### src/rtl/axi_user_bridge_pkg.sv
// Shared encodings for the MEM-stage AXI user bridge: FSM states and fixed AXI4 field values.
package axi_user_bridge_pkg;

  localparam logic [2:0] ST_IDLE     = 3'd0;
  localparam logic [2:0] ST_RD_ADDR  = 3'd1;
  localparam logic [2:0] ST_RD_DATA  = 3'd2;
  localparam logic [2:0] ST_WR_WAITD = 3'd3;
  localparam logic [2:0] ST_WR_ADDR  = 3'd4;
  localparam logic [2:0] ST_WR_RESP  = 3'd5;

  localparam logic [2:0] SIZE_WORD   = 3'b010;
  localparam logic [1:0] BURST_INCR  = 2'b01;
  localparam logic [1:0] RESP_OKAY   = 2'b00;
  localparam logic [7:0] LEN_SINGLE  = 8'd0;
  localparam logic [3:0] STRB_WORD   = 4'hF;

  function automatic logic resp_is_err(input logic [1:0] resp);
    return resp != RESP_OKAY;
  endfunction

endpackage

### src/rtl/axi_user_bridge.sv
// Single-outstanding AXI4 master bridge for the MEM-stage user interface.
// Each user request becomes one 32-bit single-beat AR/R or AW/W/B transaction.
module axi_user_bridge
  import axi_user_bridge_pkg::*;
#(
  parameter int ID_W = 4
) (
  input  logic            clk,
  input  logic            resetn,
  input  logic            axi_start,
  input  logic            axi_rw,
  input  logic [31:0]     axi_addr,
  input  logic [31:0]     axi_wdata,
  input  logic            axi_wvalid,
  output logic            axi_wready,
  output logic [31:0]     axi_rdata,
  output logic            axi_done,
  output logic            axi_busy,
  output logic            axi_err,
  output logic [ID_W-1:0] arid,
  output logic [31:0]     araddr,
  output logic [7:0]      arlen,
  output logic [2:0]      arsize,
  output logic [1:0]      arburst,
  output logic            arvalid,
  input  logic            arready,
  input  logic [ID_W-1:0] rid,
  input  logic [31:0]     rdata,
  input  logic [1:0]      rresp,
  input  logic            rlast,
  input  logic            rvalid,
  output logic            rready,
  output logic [ID_W-1:0] awid,
  output logic [31:0]     awaddr,
  output logic [7:0]      awlen,
  output logic [2:0]      awsize,
  output logic [1:0]      awburst,
  output logic            awvalid,
  input  logic            awready,
  output logic [31:0]     wdata,
  output logic [3:0]      wstrb,
  output logic            wlast,
  output logic            wvalid,
  input  logic            wready,
  input  logic [ID_W-1:0] bid,
  input  logic [1:0]      bresp,
  input  logic            bvalid,
  output logic            bready
);

  // state       | meaning
  // ST_IDLE     | waiting for axi_start
  // ST_RD_ADDR  | arvalid up, waiting for arready
  // ST_RD_DATA  | rready up, waiting for rvalid
  // ST_WR_WAITD | store address latched, waiting for axi_wvalid
  // ST_WR_ADDR  | AW and W issued independently, each with a sticky done flag
  // ST_WR_RESP  | bready up, waiting for bvalid

  logic [2:0]  state, state_n;
  logic        aw_done, aw_done_n;
  logic        w_done, w_done_n;
  logic        done_n, err_n;
  logic [31:0] araddr_n, awaddr_n, wdata_n, rdata_n;
  logic        unused_inputs;

  assign unused_inputs = ^{rid, rlast, bid};

  assign arid    = '0;
  assign arlen   = LEN_SINGLE;
  assign arsize  = SIZE_WORD;
  assign arburst = BURST_INCR;
  assign awid    = '0;
  assign awlen   = LEN_SINGLE;
  assign awsize  = SIZE_WORD;
  assign awburst = BURST_INCR;
  assign wstrb   = STRB_WORD;
  assign wlast   = 1'b1;

  always_comb begin
    state_n   = state;
    aw_done_n = 1'b0;
    w_done_n  = 1'b0;
    done_n    = 1'b0;
    err_n     = 1'b0;
    araddr_n  = araddr;
    awaddr_n  = awaddr;
    wdata_n   = wdata;
    rdata_n   = axi_rdata;
    case (state)
      ST_IDLE: begin
        if (axi_start) begin
          if (axi_rw) begin
            araddr_n = axi_addr;
            state_n  = ST_RD_ADDR;
          end else begin
            awaddr_n = axi_addr;
            if (axi_wvalid) begin
              wdata_n = axi_wdata;
              state_n = ST_WR_ADDR;
            end else begin
              state_n = ST_WR_WAITD;
            end
          end
        end
      end
      ST_RD_ADDR: begin
        if (arvalid && arready) state_n = ST_RD_DATA;
      end
      ST_RD_DATA: begin
        if (rvalid) begin
          rdata_n = rdata;
          done_n  = 1'b1;
          err_n   = resp_is_err(rresp);
          state_n = ST_IDLE;
        end
      end
      ST_WR_WAITD: begin
        if (axi_wvalid) begin
          wdata_n = axi_wdata;
          state_n = ST_WR_ADDR;
        end
      end
      ST_WR_ADDR: begin
        // flags merge this cycle's handshakes so simultaneous AW/W completion exits at once
        aw_done_n = aw_done | (awvalid & awready);
        w_done_n  = w_done | (wvalid & wready);
        if (aw_done_n && w_done_n) begin
          aw_done_n = 1'b0;
          w_done_n  = 1'b0;
          state_n   = ST_WR_RESP;
        end
      end
      ST_WR_RESP: begin
        if (bvalid) begin
          done_n  = 1'b1;
          err_n   = resp_is_err(bresp);
          state_n = ST_IDLE;
        end
      end
      default: state_n = ST_IDLE;
    endcase
  end

  // every output is a flop driven from the next-state decode
  always_ff @(posedge clk or negedge resetn) begin
    if (!resetn) begin
      state      <= ST_IDLE;
      aw_done    <= 1'b0;
      w_done     <= 1'b0;
      arvalid    <= 1'b0;
      rready     <= 1'b0;
      awvalid    <= 1'b0;
      wvalid     <= 1'b0;
      bready     <= 1'b0;
      axi_wready <= 1'b1;
      axi_busy   <= 1'b0;
      axi_done   <= 1'b0;
      axi_err    <= 1'b0;
      axi_rdata  <= '0;
      araddr     <= '0;
      awaddr     <= '0;
      wdata      <= '0;
    end else begin
      state      <= state_n;
      aw_done    <= aw_done_n;
      w_done     <= w_done_n;
      arvalid    <= (state_n == ST_RD_ADDR);
      rready     <= (state_n == ST_RD_DATA);
      awvalid    <= (state_n == ST_WR_ADDR) && !aw_done_n;
      wvalid     <= (state_n == ST_WR_ADDR) && !w_done_n;
      bready     <= (state_n == ST_WR_RESP);
      axi_wready <= (state_n == ST_IDLE) || (state_n == ST_WR_WAITD);
      axi_busy   <= (state_n != ST_IDLE);
      axi_done   <= done_n;
      axi_err    <= err_n;
      axi_rdata  <= rdata_n;
      araddr     <= araddr_n;
      awaddr     <= awaddr_n;
      wdata      <= wdata_n;
    end
  end

endmodule

### config.mk
export PLATFORM = sky130hd
export DESIGN_NAME = axi_user_bridge
export DESIGN_NICKNAME = d
export VERILOG_FILES = /design/src/rtl/axi_user_bridge_pkg.sv /design/src/rtl/axi_user_bridge.sv
export SDC_FILE = /design/constraint.sdc
export NUM_CORES = 1
export LEC_CHECK = 0
export ABC_AREA = 1
export CORE_MARGIN = 8
export CORE_UTILIZATION = 40
export CTS_CLUSTER_SIZE = 10
export DETAILED_ROUTE_END_ITERATION = 8
export GPL_TIMING_DRIVEN = 0
export PLACE_DENSITY = 0.8
export SLEW_MARGIN = 15
export SYNTH_ARGS = -nofsm -noshare
export SYNTH_HDL_FRONTEND = slang
export SYNTH_SLANG_ARGS = --single-unit
### constraint.sdc
create_clock -name clk -period 1.58 [get_ports clk]
set_input_delay 0.237 -clock clk [delete_from_list [all_inputs] [get_ports clk]]
set_output_delay 0.237 -clock clk [all_outputs]
set_load 0.005 [all_outputs]
==> results of run 1 <==
-- where the power goes --
| group | switching, mW | internal (mW) |
|---|---|---|
| sequential | 0.859 | 5.27 |
| combinational | 2.49 | 3.78 |
| clock | 1.49 | 2.73 |
| total | 4.84 | 11.8 |
-- kinds of logic after synthesis --
kind of cell	Yosys count	share of synthesized area, %
flops	142	61.7
mux	32	6.25
simple gates	218	16.1
compound gates	65	5.67
other cells	2	0.130
buf+inv	110	10.1
-- worst reg2reg max path, stage by stage (launching register included) --
cell and delay, ns:
dfrtp_1 0.44, nor2_2 0.16, nand3_2 0.17, buf_2 0.26, mux2_1 0.35
-- area by class of cell --
type | count | area, µm²
Buffer | 64 | 429
Clock buffer | 23 | 508
Fill cell | 1153 | 4930
Multi-Input combinational cell | 354 | 1790
Clock inverter | 9 | 130
Tap cell | 184 | 230
Inverter | 46 | 173
Timing Repair Buffer | 247 | 2560
Sequential cell | 142 | 3560
-- registers in the layout, indices dropped and copies added, names as in the netlist, 3 cells and up --
| name | cells |
|---|---|
| awaddr | 32 |
| state | 3 |
| araddr | 32 |
| axi_rdata | 32 |
| wdata | 32 |
-- through the flow --
step | hold WS, ns | util, % | setup WS [ns] | cells | setup TNS (ns)
after global placement | 0.465 | 60.0 | -5.41 | 1035 | -774.73
after floorplan | -0.0586 | - | 0.263 | 606 | 0
after detailed placement | 0.208 | 60.2 | -0.248 | 1036 | -12.15
after global routing | 0.356 | 65.5 | -0.0111 | 1069 | -0.0357
after CTS | 0.327 | 64.8 | -0.0315 | 1069 | -0.207
final | 0.342 | 65.5 | 0.0315 | 1069 | 0
-- how the worst max path moves through the flow --
stage | end | slack, ns
6_report | awaddr[26] | 0.03
5_1_grt | araddr[0] | -0.01
3_5_place_dp | awaddr[19] | -0.25
3_3_place_gp | axi_rdata[14] | -5.41
2_1_floorplan | axi_rdata[10] | 0.26
4_1_cts | wdata[15] | -0.03
-- cells in the final DEF (no fill, tap or decap), types with 5 or more instances in the layout --
cell	n
clkdlybuf4s50_1	214
nand2_1	150
dfrtp_1	139
inv_1	44
buf_4	44
o21ai_0	42
conb_1	39
nand3_1	38
dlymetal6s2s_1	27
mux2_1	24
o21ai_1	22
clkbuf_16	17
nor2_1	12
buf_2	11
mux2_2	8
clkbuf_8	6
nand4_1	5
clkbuf_2	5
-- repair_timing --
item	in CTS	in global routing
endpoints found under the setup margin	43	121
hold buffers	1	0
buffers inserted	0	0
resized for setup	7	52
endpoints found under the hold margin	62	0
-- routing by layer --
metal / vias up / track usage, %
met2: 192 / 28.9
li1: 2345 / -
met3: 31 / 7.87
met1: 2291 / 21.2
met5: - / 0
met4: 0 / 8.60
==> results.py, run 1 <==
metrics = {
    "synthesis": {
        "yosysSeqAreaShare_pct": 61.7,
        "synth_edf_count": 0,
        "yosysTopAreaCell": "dfrtp_1",
        "synthTopCellsByCount": "nand2_1, dfrtp_1, inv_1",
        "synthTopCellsByArea": "dfrtp_1, nand2_1, buf_4",
        "yosysMostFrequentCell": "nand2_1",
        "yosysWarnings": 0,
        "synth_cell_type_count": 24,
        "syn_inst": 569,
        "syn_avg_cell_area_um2": 10.1,
        "post-synth-top-area-fraction_pct": 61.2,
        "synth-seq-cells": 142,
        "async_reset_ff_share_pct": 100,
        "synth_ff_type": "dfrtp_1",
        "netlist_area_mm2": 0.00576,
    },
    "worst_setup_path": {
        "rrSetupSlack_ns": 0.08,
        "ff2ff_path_depth": 4,
        "crit_required_ns": 1.34,
        "critical_path.max_stage_delay_ns": 0.54,
        "r2r_end": "axi_rdata[19]",
        "cp-start-kind": "flip-flop",
        "crit_cells": 1,
        "crit_type": "reg -> out",
        "path_delay_family": "buffers and inverters",
        "cp_num_buf_inv": 1,
        "rr_startpoint": "state[2]",
        "crit_chain": "clkdlybuf4s50_1",
        "cp-startpoint": "awaddr[26]",
        "critPathMaxFanout": 2,
        "crit_arrival_ns": 1.31,
        "critPathSlowestCell": "clkdlybuf4s50_1",
        "cp-end-kind": "output pin",
    },
    "die": {
        "top_level_ports": 295,
        "initial_utilization_pct": 40.3,
        "die_x_um": 136,
        "core_area_mm2": 0.0143,
        "fp-row-count": 44,
        "die_area_mm2": 0.0185,
        "die_y_um": 136,
    },
    "clock_network": {
        "clk_path_buf_depth": 2,
        "cts.sinks": 142,
        "h-tree-depth": 4,
        "cts_tree": "built",
        "worst_skew_pair.late_latency_ns": 0.41,
        "cts_made_buffers": 17,
        "clk_pin_slew_ns": 0.06,
        "cts_root_buf": "clkbuf_16",
    },
    "global_routing": {
        "track_usage_pct": 18.3,
        "grt_pass1_vias": 4795,
        "grt_pass1_wl_um": 26100,
        "grt_start_max_net_pins": 80,
        "antenna_found_initial": 0,
        "grt_overflow": 0,
    },
    "routing": {
        "vias": 4859,
        "wl_met3_um": 1780,
        "viasPerCell": 4.55,
        "route.detailed.drc": 0,
        "ant_nets": 0,
        "wl_per_cell_um": 15.9,
        "drt_iter0_drc": 243,
        "wl_um": 17000,
        "firstDrtPassIters": 4,
        "met2_wirelength_um": 8300,
        "top_layer_used": "met4",
        "wl_met1_um": 6440,
    },
    "job": {
        "cap_violations": 0,
    },
    "timing": {
        "hold_violations": 0,
        "fin_worst_skew_ns": 0.00587,
        "setup_viol": 0,
        "period_minus_slack_ns": 1.55,
        "max_freq_mhz": 646,
        "final-max-slew-violation-count": 0,
        "fin_crit_sh_pct": 98.0,
    },
    "finish": {
        "fin_nets": 991,
        "drive_gt1_share_pct": 13.3,
        "final_area_mm2": 0.00938,
        "syn2layout_area_growth_pct": 62.7,
        "diodes": 0,
    },
    "power": {
        "peakVddDrop_uv": 988,
        "power-per-cell-area_mw_per_mm2": 1770,
        "leakage_nw": 4.86,
        "power_mw": 16.6,
    },
    "min_path": {
        "min_path_type": "in -> async",
    },
    "place": {
        "place.gp.congestion": 0.797,
        "io_buffers": 245,
        "placed_area_mm2": 0.00862,
        "place_hpwl_um": 13200,
    },
    "status": {
        "status": "finished, final reports clean",
    },
}
Note: power is estimated with default switching activity, not from simulation.
==> inputs of run 2 (changes only) <==
Settings changed: CTS_CLUSTER_DIAMETER set to 80.
==> results of run 2 <==
Same layout as run 1: the final DEF is identical, and so are final timing and power.
==> inputs of run 3 (changes only) <==
Settings changed: CAP_MARGIN set to 20.
==> results of run 3 <==
Same layout as run 1: the final DEF is identical, and so are final timing and power.
